--- src/rtl/lane_grant_if.sv ---
// Bus between a requester and the lane grant scheduler.
// The requester drives enable, lane requests and burst length; the scheduler returns the grant.
interface lane_grant_if #(
  parameter int unsigned LEN_W = 4
);
  logic             en;
  logic [6:0]       req;
  logic [LEN_W-1:0] burst_len;
  logic [2:0]       sel;
  logic             sel_val;
  logic [6:0]       grant;
  logic             last;

  modport master (
    output en, req, burst_len,
    input  sel, sel_val, grant, last
  );

  modport slave (
    input  en, req, burst_len,
    output sel, sel_val, grant, last
  );
endinterface

--- src/rtl/lane_grant_scheduler.sv ---
// Round-robin burst scheduler for seven lanes: grants one lane for burst_len+1 cycles,
// then rotates priority past that lane, chaining bursts back-to-back when requests remain.
module lane_grant_scheduler #(
  parameter int unsigned LEN_W = 4
) (
  input  logic        clk,
  input  logic        reset,
  lane_grant_if.slave bus
);
  localparam int unsigned LANES = 7;
  localparam int unsigned SEL_W = 3;

  typedef enum logic {IDLE, BURST} state_t;

  state_t           state, state_n;
  logic [SEL_W-1:0] ptr, ptr_n;
  logic [LEN_W-1:0] cnt, cnt_n;
  logic [SEL_W-1:0] sel_q, sel_n;
  logic             val_q, val_n;
  logic [LANES-1:0] grant_q, grant_n;
  logic             last_q, last_n;

  logic             burst_end;
  logic [SEL_W-1:0] base;
  logic [SEL_W-1:0] win;
  logic             win_found;
  logic [SEL_W-1:0] idx;
  logic             launch;

  function automatic logic [SEL_W-1:0] wrap_inc(input logic [SEL_W-1:0] p);
    return (p == SEL_W'(LANES - 1)) ? SEL_W'(0) : p + SEL_W'(1);
  endfunction

  function automatic logic [SEL_W-1:0] lane_add(input logic [SEL_W-1:0] a,
                                                input logic [SEL_W-1:0] b);
    logic [SEL_W:0] s;
    s = {1'b0, a} + {1'b0, b};
    if (s >= (SEL_W+1)'(LANES)) s = s - (SEL_W+1)'(LANES);
    return s[SEL_W-1:0];
  endfunction

  // On the final burst cycle the scan already starts past the lane just served.
  always_comb begin
    burst_end = (state == BURST) && (cnt == '0);
    base      = burst_end ? wrap_inc(sel_q) : ptr;
    win       = base;
    win_found = 1'b0;
    idx       = base;
    for (int i = 0; i < int'(LANES); i++) begin
      idx = lane_add(base, SEL_W'(i));
      if (!win_found && bus.req[idx]) begin
        win_found = 1'b1;
        win       = idx;
      end
    end
    launch = bus.en && win_found;
  end

  always_comb begin
    state_n = state;
    ptr_n   = ptr;
    cnt_n   = cnt;
    sel_n   = sel_q;
    val_n   = val_q;
    last_n  = 1'b0;
    case (state)
      IDLE: begin
        if (launch) begin
          state_n = BURST;
          sel_n   = win;
          val_n   = 1'b1;
          cnt_n   = bus.burst_len;
          last_n  = (bus.burst_len == '0);
        end else begin
          val_n   = 1'b0;
        end
      end
      BURST: begin
        if (cnt != '0) begin
          cnt_n  = cnt - LEN_W'(1);
          last_n = (cnt == LEN_W'(1));
        end else begin
          ptr_n = wrap_inc(sel_q);
          if (launch) begin
            sel_n  = win;
            val_n  = 1'b1;
            cnt_n  = bus.burst_len;
            last_n = (bus.burst_len == '0);
          end else begin
            state_n = IDLE;
            val_n   = 1'b0;
          end
        end
      end
      default: begin
        state_n = IDLE;
        val_n   = 1'b0;
      end
    endcase
    grant_n = val_n ? (LANES'(1) << sel_n) : '0;
  end

  always_ff @(posedge clk) begin
    if (reset) begin
      state   <= IDLE;
      ptr     <= '0;
      cnt     <= '0;
      sel_q   <= '0;
      val_q   <= 1'b0;
      grant_q <= '0;
      last_q  <= 1'b0;
    end else begin
      state   <= state_n;
      ptr     <= ptr_n;
      cnt     <= cnt_n;
      sel_q   <= sel_n;
      val_q   <= val_n;
      grant_q <= grant_n;
      last_q  <= last_n;
    end
  end

  assign bus.sel     = sel_q;
  assign bus.sel_val = val_q;
  assign bus.grant   = grant_q;
  assign bus.last    = last_q;
endmodule

--- src/flat_wrapper.sv ---
// flat-port wrapper written by rule: the top's interface ports become plain ports
module lane_grant_scheduler_flat 
#(
  parameter int unsigned LEN_W = 4
)
  (clk, reset, bus_en, bus_req, bus_burst_len, bus_sel, bus_sel_val, bus_grant, bus_last);
  lane_grant_if #(.LEN_W(LEN_W)) bus_i ();
  input  logic clk;
  input  logic reset;
  input wire logic [$bits(bus_i.en)-1:0] bus_en;
  input wire logic [$bits(bus_i.req)-1:0] bus_req;
  input wire logic [$bits(bus_i.burst_len)-1:0] bus_burst_len;
  output wire logic [$bits(bus_i.sel)-1:0] bus_sel;
  output wire logic [$bits(bus_i.sel_val)-1:0] bus_sel_val;
  output wire logic [$bits(bus_i.grant)-1:0] bus_grant;
  output wire logic [$bits(bus_i.last)-1:0] bus_last;
  assign bus_i.en = bus_en;
  assign bus_i.req = bus_req;
  assign bus_i.burst_len = bus_burst_len;
  assign bus_sel = bus_i.sel;
  assign bus_sel_val = bus_i.sel_val;
  assign bus_grant = bus_i.grant;
  assign bus_last = bus_i.last;
  lane_grant_scheduler #(.LEN_W(LEN_W)) u_core (.clk(clk), .reset(reset), .bus(bus_i));
endmodule
--- config.mk ---
export PLATFORM = sky130hd
export DESIGN_NAME = lane_grant_scheduler_flat
export DESIGN_NICKNAME = d
export VERILOG_FILES = /design/src/rtl/lane_grant_if.sv /design/src/rtl/lane_grant_scheduler.sv /design/src/flat_wrapper.sv
export SDC_FILE = /design/constraint.sdc
export NUM_CORES = 1
export LEC_CHECK = 0
export ABC_CLOCK_PERIOD_IN_PS = 12500
export CAP_MARGIN = 20
export CELL_PAD_IN_SITES_DETAIL_PLACEMENT = 0
export CELL_PAD_IN_SITES_GLOBAL_PLACEMENT = 1
export CORE_AREA = 2 2 78 80
export CTS_BUF_LIST = sky130_fd_sc_hd__clkbuf_8
export CTS_CLUSTER_DIAMETER = 100
export DETAILED_ROUTE_END_ITERATION = 10
export DIE_AREA = 0 0 80 82
export MAX_ROUTING_LAYER = met4
export PLACE_DENSITY = 0.94
export SYNTH_ARGS = -nofsm -noshare
export SYNTH_HDL_FRONTEND = slang
export SYNTH_SLANG_ARGS = --single-unit
--- constraint.sdc ---
create_clock -name clk -period 12.5 [get_ports clk]
set_input_delay 1.875 -clock clk [delete_from_list [all_inputs] [get_ports clk]]
set_output_delay 1.875 -clock clk [all_outputs]
set_load 0.05 [all_outputs]
==> run_results.csv <==
group,metric,value,unit
clock_network,cts_tree,"done",
hold_path,worstHoldPathType,"flip-flop to flip-flop",
yosys,synth_area,2630,µm²
route,drtIter0Drc,278,
grt,grt_pass1_wl,12700,µm
finish,num_antenna_cells,0,
clock_network,cts_buffers,3,
route,via_per_inst,6.62,
yosys,synth-seq-cells,20,
floorplan,die-area,6560,µm²
clock_network,cts_root_buffer,"clkbuf_8",
critical_path,cp-end-kind,"flip-flop",
finish,area_growth,13.2,%
sta,fmax,193,MHz
yosys,avgSynthCellArea,7.93,µm²
floorplan,die_h,82,µm
yosys,yosys_warnings,0,
route,wl_per_cell,18.8,µm
sta,setup_tns,0,ns
clock_network,cts_num_sinks,20,
critical_path,ff2ff_path_depth,20,
critical_path,critPathLaunchType,"flip-flop",
finish,design_area,2980,µm²
critical_path,timing.critical_path.cells,"inv_1 > ha_1 > nor4bb_2 > buf_4 > nand3_1 > and2_1 > inv_1 > ha_1 > inv_1 > fa_1 > nand2b_1 > nand2_1 > mux2i_1 > mux2i_1 > a22oi_4 > and2_2 > a41oi_1 > nor2_1 > a211oi_1 > nor3_1",
placed_design,place_inst,415,
grt,grtUsageTotal,25.4,%
placed_design,gp_congestion,0.974,
clock_network,h-tree-depth,1,
critical_path,crit_slowest_cell,"fa_1",
critical_path,critPathMaxFanout,17,
critical_path,crit_top_cell,"inv_1",
flow_run,max-cap-violations,0,
route,finalWirelength,7890,µm
yosys,synthCells,332,
hold_path,worstHoldPathCells,2,
placed_design,hpwl,5870,µm
sta,fin_crit_sh,41.5,%
finish,finish.utilization,51.9,%
pwr,peakVddDrop,0.000156,V
grt,first_global_vias,2548,
sta,min_period,5.19,ns
yosys,synth_ff_type,"dfxtp_1",
sta,rsz0062_at_grt,"no",
grt,grt-ovfl-total,0,
run_status,status,"complete, no violations",
route,vias,2775,
sta,layout_setup_ws,7.31,ns
critical_path,crit_family,"simple AND/OR/NAND/NOR gates",
sta,hold_viol,0,
floorplan,fp.dieW,80,µm
placed_design,pre_cts_ws,7.37,ns
clock_network,ctsResizeCount,0,
critical_path,max_stage_delay,0.57,ns
critical_path,worst-path-buf-inv,4,
critical_path,worstPathRequired,12.64,ns
yosys,synth-edff-count,0,
critical_path,worstSetupPathType,"flip-flop to flip-flop",
route,drc_errors,0,
pwr,leakage,0.00117,µW
placed_design,placed_area,2910,µm²
clock_network,clockBufferDepth,2,
yosys,synth_seq_area_share,15.2,%
floorplan,rows,28,
sta,maxSlewHeadroom,57.7,%
grt,antenna_found_initial,0,
sta,skew,0.00540,ns
yosys,synth.distinct_cells,78,
sta,setup_viol,0,
floorplan,pin_count,26,
critical_path,cp.arrival,5.33,ns
clock_network,clk_pin_slew,0.08,ns
yosys,synth_fp_nets,358,
placed_design,port_buffers,25,
clock_network,clk_latency,0.27,ns
grt,grt_max_degree,20,
sta,drv_slew,0,
route,postRouteAntennaNets,0,
sta,worstMarginPinSlew,0.626,ns
yosys,ys_async_sr_fraction,0,%
finish,drive_gt1_share,9.30,%
critical_path,cp.depth,20,
finish,layoutNonFillerInstCount,419,
finish,nets,371,
route,dr.pass1.iters,6,
clock_network,cts_hold_buf,0,
floorplan,core_area,5750,µm²
critical_path,rrSetupSlack,7.31,ns
clock_network,post_cts_buffers,0,
pwr,power_density,286,nW/µm²
floorplan,initial_core_util,45.8,%
-- Yosys cell counts, types with 2 or more instances --
cell / instances / area share [%]
xnor2_1: 3 / 1.0
o21ai_0: 5 / 0.95
o31ai_1: 2 / 0.57
nor2_1: 32 / 4.6
a22oi_1: 4 / 1.1
nand2_1: 30 / 4.3
o22ai_1: 5 / 1.2
nand2b_1: 7 / 1.7
or3b_2: 2 / 0.67
nand3_1: 10 / 1.9
o21a_1: 3 / 0.86
o2111ai_1: 3 / 1.0
buf_2: 2 / 0.38
o21ai_1: 2 / 0.38
a21oi_1: 15 / 2.9
and2_1: 7 / 1.7
mux4_2: 2 / 1.7
dfxtp_1: 20 / 15
xnor2_2: 2 / 1.2
clkbuf_1: 13 / 1.9
a31o_2: 3 / 1.0
a221oi_1: 3 / 1.0
o211ai_1: 7 / 2.0
a32oi_1: 2 / 0.67
nor4_1: 2 / 0.47
or3_1: 3 / 0.71
mux2_4: 3 / 1.7
and3_1: 4 / 0.95
a31oi_1: 8 / 1.9
ha_1: 11 / 5.2
mux2i_1: 30 / 11
a41oi_1: 3 / 1.0
nand4_1: 3 / 0.71
a211oi_1: 5 / 1.4
nor3_1: 12 / 2.3
a211o_1: 3 / 1.0
nand3b_1: 4 / 1.1
nor3b_1: 2 / 0.57
inv_1: 13 / 1.9
o221ai_1: 4 / 1.3
-- cells by family after synthesis --
group / Yosys count / synth area share, %
xor gates and xnor gates: 7 / 3.61
and+or+nand+nor: 128 / 25.2
muxes: 37 / 16.2
AOI/OAI and AO/OA: 96 / 28.4
buffers and inverters: 32 / 5.37
adders and majority gates: 12 / 5.99
DFF: 20 / 15.2
-- routing by layer --
layer / up-vias / GRT usage (%) / routed length (µm)
met1: 1310 / 33.0 / 3510
met4: 0 / 10.0 / 225
li1: 1305 / - / -
met2: 142 / 40.9 / 3630
met3: 18 / 2.53 / 521
met5: - / - / 0
-- state kept, by name (all words and copies together), names as in the netlist --
name / cells
u_core.bus.sel: 3
u_core.bus.sel_val: 1
u_core.bus.grant: 7
u_core.ptr: 3
u_core.bus.last: 1
u_core.cnt: 4
u_core.state: 1
-- placed cells by master, fill, tap and decap left out, types with 7 or more instances in the layout --
cell type | synthesis | final
nor2_1 | 32 | 32
nand2_1 | 30 | 30
mux2i_1 | 30 | 30
clkdlybuf4s50_1 | 0 | 25
dfxtp_1 | 20 | 20
a21oi_1 | 15 | 15
inv_1 | 13 | 13
nor3_1 | 12 | 12
ha_1 | 11 | 11
nand3_1 | 10 | 10
a31oi_1 | 8 | 8
nand2b_1 | 7 | 7
and2_1 | 7 | 7
o211ai_1 | 7 | 7
-- tightest hold or removal path, stage by stage, from the launching register on --
cell	delay (ns)
dfxtp_1	0.33
nand2_1	0.06
a21oi_1	0.09
-- stage by stage --
stage | total power, µW | hold slack (ns)
2_1_floorplan | 626 | 0.504
3_3_place_gp | 767 | 0.514
3_5_place_dp | 772 | 0.503
4_1_cts | 839 | 0.519
5_1_grt | 914 | 0.535
6_report | 852 | 0.538
-- cell type report --
type / instances / area [µm²]
fillers: 583 / 2760
multi-input cells: 280 / 2100
flip-flops and latches: 20 / 400
repair buffers: 26 / 258
well taps: 75 / 93.8
inverters: 14 / 60.1
clock buffers: 3 / 41.3
clock inverters: 1 / 30.0
-- final timing paths --
path                         endpoint          startpoint
hold reg to reg    u_core.bus.sel_val  u_core.bus.sel_val
hold / removal     u_core.bus.sel_val  u_core.bus.sel_val
setup / recovery  u_core.bus.grant[5]       u_core.cnt[0]
setup reg to reg  u_core.bus.grant[5]       u_core.cnt[0]
-- where the power goes --
| group | switching (µW) | internal [µW] | leakage, µW |
|---|---|---|---|
| Combinational | 424 | 263 | 0.000970 |
| Sequential | 22.7 | 77.4 | 0.000164 |
| Clock | 22.7 | 42.8 | 0.0000357 |
| Total | 469 | 383 | 0.00117 |
No activity file was read; power rests on OpenSTA's default activity.
